File: src/rtl/cpu_ctrl_pkg.sv
// Shared control definitions: opcodes, sequencer states and IR field positions.
// MUL/DIV support is compiled in only when CTRL_MULDIV_EN is defined.
package cpu_ctrl_pkg;

    localparam logic [4:0] OP_AND = 5'b00101;
    localparam logic [4:0] OP_OR  = 5'b00110;
    localparam logic [4:0] OP_ADD = 5'b01010;
    localparam logic [4:0] OP_SUB = 5'b01011;
    localparam logic [4:0] OP_MUL = 5'b01110;
    localparam logic [4:0] OP_DIV = 5'b01111;

    localparam int OPCODE_MSB = 31;
    localparam int RA_MSB     = 26;
    localparam int RB_MSB     = 22;
    localparam int RC_MSB     = 18;

    typedef enum logic [3:0] {
        S_IDLE, S_T0, S_T1, S_T1W, S_T2, S_T3, S_T4, S_T5, S_T6, S_HALT
    } state_t;

    function automatic logic is_muldiv(input logic [4:0] op);
`ifdef CTRL_MULDIV_EN
        return (op == OP_MUL) || (op == OP_DIV);
`else
        return 1'b0;
`endif
    endfunction

    function automatic logic is_supported(input logic [4:0] op);
        return (op == OP_AND) || (op == OP_OR) || (op == OP_ADD) ||
               (op == OP_SUB) || is_muldiv(op);
    endfunction

endpackage

File: src/rtl/reg_select_decoder.sv
// 4-bit register field to one-hot select; all zero when disabled or out of range.
module reg_select_decoder #(
    parameter int NUM_REGS = 16
) (
    input  logic [3:0]          sel,
    input  logic                en,
    output logic [NUM_REGS-1:0] onehot
);

    always_comb begin
        onehot = '0;
        if (en && (32'(sel) < NUM_REGS)) onehot[sel] = 1'b1;
    end

endmodule

File: src/rtl/control_sequencer.sv
// Hardwired T-step control unit for the add/sub datapath (fetch, decode, execute).
// Define CTRL_MULDIV_EN to build MUL/DIV support with the extra T6 step.
module control_sequencer
    import cpu_ctrl_pkg::*;
#(
    parameter int NUM_REGS = 16,
    parameter int OPW      = 5
) (
    input  logic                Clock,
    input  logic                Clear,
    input  logic                Run,
    input  logic                Mem_ready,
    input  logic [31:0]         IR,
    output logic                PCout,
    output logic                ZLowout,
    output logic                ZHighout,
    output logic                MDRout,
    output logic                MARin,
    output logic                PCin,
    output logic                MDRin,
    output logic                IRin,
    output logic                Yin,
    output logic                ZLowIn,
    output logic                ZHighIn,
    output logic                HIin,
    output logic                LOin,
    output logic                IncPC,
    output logic                Read,
    output logic [OPW-1:0]      op_code,
    output logic [NUM_REGS-1:0] Rin,
    output logic [NUM_REGS-1:0] Rout,
    output logic                Done,
    output logic                Illegal,
    output state_t              state_dbg
);

    state_t     state, state_nxt;
    logic [4:0] opcode;
    logic [3:0] ra, rb, rc;
    logic       supported, muldiv;
    logic       rin_en, rout_en;
    logic [3:0] rout_sel;
    logic       illegal_q;
    logic       unused_ir;

    assign opcode    = IR[OPCODE_MSB -: 5];
    assign ra        = IR[RA_MSB -: 4];
    assign rb        = IR[RB_MSB -: 4];
    assign rc        = IR[RC_MSB -: 4];
    assign unused_ir = ^IR[14:0];
    assign supported = is_supported(opcode);
    assign muldiv    = is_muldiv(opcode);
    assign state_dbg = state;
    assign Illegal   = illegal_q;

    always_ff @(posedge Clock or negedge Clear) begin
        if (!Clear) begin
            state     <= S_IDLE;
            illegal_q <= 1'b0;
        end else begin
            state <= state_nxt;
            if (state == S_T3 && !supported) illegal_q <= 1'b1;
        end
    end

    // Mem_ready qualifies read data; the sequencer only looks at it while waiting in T1/T1W.
    always_comb begin
        state_nxt = state;
        case (state)
            S_IDLE:  if (Run) state_nxt = S_T0;
            S_T0:    state_nxt = S_T1;
            S_T1:    state_nxt = Mem_ready ? S_T2 : S_T1W;
            S_T1W:   if (Mem_ready) state_nxt = S_T2;
            S_T2:    state_nxt = S_T3;
            S_T3:    state_nxt = supported ? S_T4 : S_HALT;
            S_T4:    state_nxt = S_T5;
`ifdef CTRL_MULDIV_EN
            S_T5:    state_nxt = muldiv ? S_T6 : (Run ? S_T0 : S_IDLE);
            S_T6:    state_nxt = Run ? S_T0 : S_IDLE;
`else
            S_T5:    state_nxt = Run ? S_T0 : S_IDLE;
`endif
            S_HALT:  state_nxt = S_HALT;
            default: state_nxt = S_IDLE;
        endcase
    end

    always_comb begin
        PCout    = 1'b0;
        ZLowout  = 1'b0;
        ZHighout = 1'b0;
        MDRout   = 1'b0;
        MARin    = 1'b0;
        PCin     = 1'b0;
        MDRin    = 1'b0;
        IRin     = 1'b0;
        Yin      = 1'b0;
        ZLowIn   = 1'b0;
        ZHighIn  = 1'b0;
        HIin     = 1'b0;
        LOin     = 1'b0;
        IncPC    = 1'b0;
        Read     = 1'b0;
        Done     = 1'b0;
        op_code  = '0;
        case (state)
            S_T0: begin
                PCout  = 1'b1;
                MARin  = 1'b1;
                IncPC  = 1'b1;
                ZLowIn = 1'b1;
            end
            S_T1: begin
                ZLowout = 1'b1;
                PCin    = 1'b1;
                Read    = 1'b1;
                MDRin   = 1'b1;
            end
            S_T1W: begin
                Read  = 1'b1;
                MDRin = 1'b1;
            end
            S_T2: begin
                MDRout = 1'b1;
                IRin   = 1'b1;
            end
            S_T3: Yin = supported;
            S_T4: begin
                op_code = OPW'(opcode);
                ZLowIn  = 1'b1;
`ifdef CTRL_MULDIV_EN
                ZHighIn = muldiv;
`endif
            end
            S_T5: begin
                ZLowout = 1'b1;
`ifdef CTRL_MULDIV_EN
                LOin    = muldiv;
`endif
                Done    = !muldiv;
            end
`ifdef CTRL_MULDIV_EN
            S_T6: begin
                ZHighout = 1'b1;
                HIin     = 1'b1;
                Done     = 1'b1;
            end
`endif
            default: ;
        endcase
    end

    assign rout_en  = (state == S_T3 && supported) || (state == S_T4);
    assign rout_sel = (state == S_T3) ? rb : rc;
    assign rin_en   = (state == S_T5) && !muldiv;

    reg_select_decoder #(.NUM_REGS(NUM_REGS)) u_rin_dec (
        .sel    (ra),
        .en     (rin_en),
        .onehot (Rin)
    );

    reg_select_decoder #(.NUM_REGS(NUM_REGS)) u_rout_dec (
        .sel    (rout_sel),
        .en     (rout_en),
        .onehot (Rout)
    );

endmodule

File: config.mk
export PLATFORM = sky130hd
export DESIGN_NAME = control_sequencer
export DESIGN_NICKNAME = d
export VERILOG_FILES = /design/src/rtl/cpu_ctrl_pkg.sv /design/src/rtl/reg_select_decoder.sv /design/src/rtl/control_sequencer.sv
export SDC_FILE = /design/constraint.sdc
export NUM_CORES = 1
export LEC_CHECK = 0
export ABC_AREA = 1
export BUFFER_PORTS_ARGS = -buffer_cell sky130_fd_sc_hd__clkbuf_2
export CORE_MARGIN = 3
export CORE_UTILIZATION = 34
export DETAILED_ROUTE_END_ITERATION = 10
export GPL_ROUTABILITY_DRIVEN = 0
export GPL_TIMING_DRIVEN = 0
export MAX_ROUTING_LAYER = met4
export PLACE_DENSITY = 0.79
export SLEW_MARGIN = 20
export SYNTH_ARGS = -nofsm -noshare
export SYNTH_HDL_FRONTEND = slang
export SYNTH_SLANG_ARGS = --single-unit
File: constraint.sdc
create_clock -name Clock -period 1.9 [get_ports Clock]
set_input_delay 0.38 -clock Clock [delete_from_list [all_inputs] [get_ports Clock]]
set_output_delay 0.38 -clock Clock [all_outputs]
set_load 0.01 [all_outputs]
-- Yosys cells after proc, flatten, opt, wreduce, memory -nomap -nowiden
Cells that the tools add are included.
W data, S select, Z words.
- output and inout bits: 58
- flip-flop bits (word level): 5
- input bits: 36
- word-level logic and storage cells: 56
- muxes and demuxes: 22
- reduce and logical (&&, ||, !) cells: 14
- eq/ne operators: 14
- order comparisons: 4
- operators by type and width (operator ; count):
    $pmux W4 S9 ; 1
    $mux W16 ; 2
    $eq A4 B3 Y1 const B ; 4
    $mux W4 ; 4
    $mux W1 ; 11
    $eq A5 B3 Y1 const B ; 2
    $eq A5 B4 Y1 const B ; 2
    $lt A4 B5 Y1 const B ; 2
    $demux W1 S4 ; 2
    $eq A4 B2 Y1 const B ; 2
    $ge A4 B1 Y1 const B ; 2
    $reduce_or A2 Y1 ; 3
    $mux W5 ; 1
    $eq A4 B1 Y1 const B ; 1
    $eq A4 B4 Y1 const B ; 1
    $logic_and A1 B1 Y1 ; 4
    $logic_not A4 Y1 ; 1
    $logic_or A1 B1 Y1 ; 4
    $ne A2 B2 Y1 const B ; 2
    $mux W3 ; 1
    $reduce_and A2 Y1 ; 1
    $logic_not A1 Y1 ; 1

-- Logic depth before layout (Yosys ltp)
Gate-level depths: netlist of run 1.
- word-level depth: 7
- mapped depth: 9
- depth with buffers taken out: 9

-- Hierarchy
From an unflattened synthesis of run 1, not the netlist that was laid out.
- cell total of the unflattened synthesis: 163
- area, all modules: 858.3 um2
- modules (own cells, without submodules) (module ; area an instance (um2) ; cells an instance ; seq. area each (um2) ; instances):
    control_sequencer ; 621.8 ; 103 ; 125.1 ; 1
    reg_select_decoder at u_rout_dec ; 126.4 ; 32 ; 0.0 ; 1
    reg_select_decoder at u_rin_dec ; 110.1 ; 28 ; 0.0 ; 1

-- Least setup slack after synthesis of run 1
Ideal clock, no wire load.
- path kind: register -> output
- from: register state[3] (netlist: state_dbg[3])
- to: output port Rout[0]
- buffers on the path: 0
- data required time: 1520 ps
- cell stages (with the launch flop): 8
- data arrival time: 1294 ps
- slack: 226 ps
- cells stage by stage: dfrtp_1 -> inv_2 -> nand2_2 -> nor2_4 -> nand3_2 -> nand2_2 -> nand2_1 -> nor2_1
- longest elaborated chain between the ends: 7
- elaborated cells between the ends (all ways): 11
- classes of those cells: order compare (2); eq/ne (2); mux (4); reduce/logical (3)
- RTL lines (element ; line ; text):
    start, declared ; control_sequencer.sv:37 ; state_t state, state_nxt;
    start signal, assigned ; control_sequencer.sv:61 ; state <= state_nxt;
    $eq A4 B3 Y1 ; control_sequencer.sv:153, control_sequencer.sv:154 ;
    $mux W4 ; control_sequencer.sv:154 ; assign rout_sel = (state == S_T3) ? rb : rc;
    $lt A4 B5 Y1 (not written as such) or $ge A4 B1 Y1 (tied branches) ; reg_select_decoder.sv:12 ; if (en && (32'(sel) < NUM_REGS)) onehot[sel] = 1'b1;
    $logic_and A1 B1 Y1 (not written as such) ; reg_select_decoder.sv:12 ;
    $mux W1 (not written as such) ; reg_select_decoder.sv:12 ;
    $demux W1 S4 ; n/a ;
    $mux W16 * ; reg_select_decoder.sv:12 ;
    end, declared ; control_sequencer.sv:31 ; output logic [NUM_REGS-1:0] Rout,
Every way passes the cells marked *; elsewhere a longest branch is shown, timed or not.

-- Worst setup path after layout of run 1
- from: register state[0] (netlist: state_dbg[0])
- to: output port Rout[6]
Same word-level chain as after synthesis.

==> results of run 1 <==
==> stage by stage <==
stage	setup WS [ns]	area, µm²	utilization, %	total power [mW]	TNS [ns]
final	-0.187	1680	73.0	1.67	-3.18
after global routing	-0.282	1680	73.0	1.80	-6.24
after CTS	-0.0790	1480	64.3	1.41	-0.990
after detailed placement	0.0465	1270	55.4	1.08	0
after global placement	0.0780	1270	55.4	1.08	0
after floorplan	0.226	867	-	0.799	0
==> report_power, final <==
group          switching, mW  internal, mW  total [mW]  leakage (nW)
combinational          0.799         0.550        1.35         0.991
sequential            0.0543         0.153       0.208        0.0565
clock                 0.0378        0.0790       0.117        0.0150
total                  0.892         0.782        1.67          1.06
==> final cells by class <==
type,count,area [µm²],share of cell area (%)
multi-input combinational,134,797,47.5
timing repair buffer,92,524,31.3
sequential,5,129,7.69
inverter,28,105,6.27
buffer,8,60.1,3.58
tap,28,35.0,2.09
clock buffer,4,26.3,1.57
==> layout by cell type, fill, tap and decap left out, drive strengths merged <==
cell	Yosys	routed
nand4	1	1
nand2	54	54
o21ai	5	5
nor2	56	56
buf	8	51
conb	1	4
clkbuf	0	52
nand3	9	9
dfrtp	5	5
a21o	1	1
nand3b	1	1
inv	28	28
a21oi	3	3
dlygate4sd3	0	1
==> worst paths after layout <==
check | to | cells after the start | slack, ns | start
max | Rout[6] | 10 | -0.19 | state_dbg[0]$_DFFE_PN0P_
min in group asynchronous | Illegal$_DFFE_PN0P_ | 2 | 0.50 | Clear
min reg2reg | Illegal$_DFFE_PN0P_ | 1 | 0.46 | Illegal$_DFFE_PN0P_
max reg2reg | state_dbg[1]$_DFFE_PN0P_ | 8 | 0.49 | state_dbg[3]$_DFFE_PN0P_
max in group asynchronous | state_dbg[1]$_DFFE_PN0P_ | 2 | 1.25 | Clear
min | Illegal$_DFFE_PN0P_ | 1 | 0.46 | Illegal$_DFFE_PN0P_
==> routing by layer <==
metal / vias to the layer above / routed length [µm] / global-route usage (%)
met5: - / 0 / -
met4: 0 / 107 / 6.78
met3: 12 / 278 / 1.62
met2: 82 / 1990 / 34.6
met1: 656 / 1460 / 23.4
li1: 700 / - / -
==> kinds of logic (layout without fill, tap and decap cells) <==
logic type      after synthesis  in the layout  share of synthesized area [%]
other cells                   1              4                          0.438
simple gates                121            121                           60.1
buf+inv                      36            132                           19.3
flops                         5              5                           14.6
compound gates                9              9                           5.55
==> sequential cells by signal, indices dropped and copies added (netlist names) <==
name and cells:
Illegal 1, state_dbg 4
==> critical path: stages (launching register included) <==
cell     delay, ns
dfrtp_1       0.42
buf_4         0.16
nand2_2       0.09
nor2_4        0.07
buf_12        0.13
nand2_4       0.07
nand2_4       0.06
nor2_2        0.12
nand2_2       0.08
nor2_1        0.11
buf_2         0.15
==> timing repair <==
action                                  4_1_cts  5_1_grt
hold buffers                                  1        0
endpoints found under the setup margin       16       44
buffers inserted                             12        5
hold endpoints to repair                      5        0
resized for setup                            22       77
pin swaps                                    12       23
==> metrics, run 1 <==
Iter 0 DRT Violations=74; Initial Utilization=37.3%; fraction of layout cells with a size suffix above 1=62.0%; # clock sinks=5; TritonCTS clock tree=done; placed wire-length estimate=2310 µm; die height=56.2 µm; port bufs=74; crit share post-route=110%; I/O pin cnt=94; fin. max-slew vios=0; min-delay worst type=flip-flop to flip-flop; Mapped Area=856 µm²; ys async rst share=100%; Max rail drop VDD=0.879 mV; Die X=56.2 µm; Seq cells post-synth=5; EDFF count, synth=0; top cell type's share of synthesized area=22.8%; worst endpoint required time=1.52 ns; final hold vios=0; n_diodes=0; failing checks=negative setup slack; WL final=3830 µm; top-count cell post-synth=nor2_1; number of global-route vias before repair=1,230; core area=2300 µm²; Clock Skews=0.000321 ns; WHS=0.464 ns; total congestion overflow=0; first-pass GRT wire length=5050 µm; Clock Tree Root=clkbuf_4; critical path class=flip-flop to primary output; Placed Cells=277; largest net degree at the start of global routing=9; clock latency at the later pin of the worst-skew pair=0.23 ns; Post-Synthesis Cells=172; synthesized area per cell=4.98 µm²; post-route ant nets=0; commonest cells in the netlist=nor2_1 (52), nand2_1 (51), inv_1 (25); Pre-antenna DRT Iters=4; status=finished with violations; WP data arrival=1.71 ns; DRC=0; GR Util All Layers=19.7%; # fillers=198; H-tree depth=1; FP Rows=17; initial antenna violation count=0; final worst path period need=2.09 ns; top_reg_cell synth=dfrtp_1; Synth area leader=nor2_1; DIE AREA=3160 µm²; vias per std cell=4.85; PwrDens=998 nW/µm²; Leakage=1.06 nW; max-cap violation count=0; final non-filler cell total=299; DR WL/cell=12.8 µm; RSZ-0062 raised after global routing=true; Nets=308; Area Growth Syn to Fin=95.9%; Num CTS Buffers=3; clk buf depth=2; register area share after synthesis=14.6%; number of distinct library cells after synthesis=17; Clk pin slew, worst setup/hold paths=0.04 ns; FMAX=0.479 GHz; element type at the critical path end=primary output; final setup margin=-0.187 ns; Warnings, synthesis=0; Synth area leaders=nor2_1 (23%), nand2_1 (22%), dfrtp_1 (15%), inv_1 (11%), buf_4 (7.0%); via count=1,450; crit start category=flip-flop; crit-path max FO=4; final setup vio count=32
Note: power is estimated with default switching activity, not from simulation.
==> inputs of run 2 (changes only) <==
--- a/config.mk
+++ b/config.mk
@@ -5,7 +5,6 @@
 export SDC_FILE = /design/constraint.sdc
 export NUM_CORES = 1
 export LEC_CHECK = 0
-export ABC_AREA = 1
 export BUFFER_PORTS_ARGS = -buffer_cell sky130_fd_sc_hd__clkbuf_2
 export CORE_MARGIN = 3
 export CORE_UTILIZATION = 34
==> run 2 against run 1 <==
The run still ends with negative setup slack left. Sequential share of layout area fell by 0.31 points. Final cell count fell by 16%. Register-to-register slack improved by 0.10 ns. Critical path depth fell by 3. Clock-buffer cell count did not move. Clock skew rose by 0.00069 ns.
==> metrics, run 2 <==
clock latency at the later pin of the worst-skew pair=0.23 ns (about the same); Seq cells post-synth=5 (unchanged); Leakage=0.857 nW (-19%); # clock sinks=5 (unchanged); RSZ-0062 raised after global routing=true; crit-path max FO=4 (unchanged); via count=1,265 (-13%); Die X=56.2 µm (about the same); final setup vio count=32 (unchanged); Warnings, synthesis=0 (unchanged); TritonCTS clock tree=done; final hold vios=0 (unchanged); crit start category=flip-flop; final setup margin=-0.282 ns (-0.0950 ns); Num CTS Buffers=3 (unchanged); DRC=0 (unchanged); setup tns final=-4.34 ns (-1.16 ns); top cell type's share of synthesized area=16.2% (-6.6 points); final worst path period need=2.18 ns (+0.0950 ns); element type at the critical path end=primary output; r2r setup slk=0.59 ns (+0.10 ns); FMAX=0.458 GHz (-4.4%); Mapped Area=857 µm² (+0.15%); post-route ant nets=0 (unchanged); port bufs=74 (unchanged); Area Growth Syn to Fin=99.9%; synthesized area per cell=6.70 µm² (+35%); Synth area leader=nor2_1; PwrDens=928 nW/µm² (-7.1%); number of flip-flops under the largest register name=4 (unchanged); number of distinct library cells after synthesis=34 (+17); Combinational Power Share=79.9% (-0.7 points); register area share after synthesis=14.6% (-0.021 points); Internal=0.882 mW (+13%); Clk pin slew, worst setup/hold paths=0.04 ns (about the same); Max rail drop VDD=0.784 mV (-11%); FP Rows=17 (unchanged); max-cap violation count=0 (unchanged); top_reg_cell synth=dfrtp_1; core area=2300 µm² (unchanged); clk buf depth=2 (unchanged); failing checks=negative setup slack; Post-Synthesis Cells=128 (-26%); ys async rst share=100% (unchanged); largest net degree at the start of global routing=11 (+2); n_diodes=0 (unchanged); fraction of layout cells with a size suffix above 1=65.3% (+3.3 points); EDFF count, synth=0 (unchanged); Pre-antenna DRT Iters=4 (unchanged); fin area=1710 µm² (+2.2%); first-pass GRT wire length=4730 µm (-6.3%); DR WL/cell=13.8 µm (+7.8%); GR Util All Layers=18.2% (-1.5 points); commonest non-fill, non-tap cell in the layout=clkbuf_2; DP Worst Slack=-0.0709 ns (-0.117 ns); crit share post-route=115% (+5.0 points); H-tree depth=1 (unchanged); part of the power in registers=12.9% (+0.5 points); Placed Cells=233 (-16%); Nets=259 (-16%); Placed Area=1270 µm² (about the same); I/O pin cnt=94 (unchanged); final non-filler cell total=250 (-16%); min-delay worst type=flip-flop to flip-flop; WP data arrival=1.80 ns (+0.09 ns); commonest cells in the netlist=nor2_1 (37), nand2_1 (14), nand2b_1 (9); fin. max-slew vios=0 (unchanged); Initial Utilization=37.3% (+0.054 points); die height=56.2 µm (about the same); most frequent cells in the layout=clkbuf_2 (47), nor2_1 (23), buf_4 (19), buf_2 (19), buf_6 (11); initial antenna violation count=0 (unchanged); worst endpoint required time=1.52 ns (about the same); power share of the clock group=7.2% (+0.2 points); WHS=0.455 ns (-0.00854 ns); Clock Tree Root=clkbuf_4; total congestion overflow=0 (unchanged); WL final=3450 µm (-9.9%); placed wire-length estimate=2150 µm (-7.0%); vias per std cell=5.06 (+4.3%); top-count cell post-synth=nor2_1; Synth area leaders=nor2_1 (16%), dfrtp_1 (15%), buf_4 (7.0%), nand2b_1 (6.6%), nand2_1 (6.1%); critical path class=flip-flop to primary output; Iter 0 DRT Violations=17 (-77%); Clock Skews=0.00101 ns (+0.000690 ns); DIE AREA=3160 µm² (+0.12%); sw power=0.707 mW (-21%); Switching Fraction=44.5% (-8.8 points); status=finished with violations; number of global-route vias before repair=1,147 (-6.7%)
-- run 2: cell types whose count changed in the layout (fill, tap and decap cells not counted), sizes merged, moves of 3 or more --
cell	change
inv	-24
nand4bb	+3
nand3	-8
and2	+5
a31oi	+3
nor2	-19
nand2b	+9
mux2i	+5
nand2	-40
nand3b	+3
nor3	+5
o21ai	-3
-- run 2: routing by layer --
metal  part of all wire, %  GRT usage, %
met1                    34          18.5
met2                    57          35.7
met3                   8.4          3.48
met4                   1.2          3.39
met5                     0             -
-- run 2: what timing repair did --
item / 4_1_cts / 5_1_grt
hold buffers: 1 / 0
endpoints found under the hold margin: 5 / 0
setup endpoints to repair: 32 / 37
pin swaps: 14 / 14
gates cloned: 1 / 0
resized for setup: 25 / 73
setup buffers: 6 / 8
-- run 2: cell families (layout without fill, tap and decap cells) --
family	after synthesis	after routing	share of synthesized area, %
buffers and inverters	17	108	13.7
other	1	4	0.438
and+or+nand+nor	85	85	49.8
DFF	5	5	14.6
muxes	7	7	9.34
AOI/OAI and AO/OA	13	13	12.1
-- run 2: cell type report --
cell class / instances / area, µm²
sequential: 5 / 126
buffer: 10 / 88.8
clock buffer: 4 / 26.3
inverter: 4 / 17.5
timing repair buffer: 90 / 559
multi-input combinational: 109 / 860
tap: 28 / 35.0
fill: 163 / 584
-- run 2: stage by stage --
step | total power [mW] | util [%]
after floorplan | 0.769 | -
after global placement | 1.04 | 55.4
after detailed placement | 1.05 | 55.4
after CTS | 1.37 | 64.2
after global routing | 1.70 | 74.6
final | 1.59 | 74.6
-- run 2: path summary, 6_finish.rpt --
path | from | endpoint | depth (start not counted)
max in group asynchronous | Clear | state_dbg[2]$_DFFE_PN0P_ | 2
hold / removal | Illegal$_DFFE_PN0P_ | Illegal$_DFFE_PN0P_ | 1
hold reg to reg | Illegal$_DFFE_PN0P_ | Illegal$_DFFE_PN0P_ | 1
setup reg to reg | state_dbg[1]$_DFFE_PN0P_ | state_dbg[1]$_DFFE_PN0P_ | 6
setup / recovery | state_dbg[3]$_DFFE_PN0P_ | Rin[8] | 7
min in group asynchronous | Clear | state_dbg[1]$_DFFE_PN0P_ | 2
-- run 2: power groups by stage --
stage | logic (mW) | clock network, mW | registers (mW)
final | 1.27 | 0.115 | 0.205
after global routing | 1.36 | 0.134 | 0.211
after CTS | 1.06 | 0.121 | 0.192
after detailed placement | 0.859 | 0 | 0.188
after global placement | 0.853 | 0 | 0.185
after floorplan | 0.563 | 0 | 0.205
-- run 2: worst max-delay path, cell delays in order (launching register included) --
cell,delay (ns)
dfrtp_1,0.39
buf_4,0.15
nand4b_1,0.20
buf_4,0.19
inv_4,0.06
nand3b_1,0.17
nor3_2,0.23
buf_2,0.17
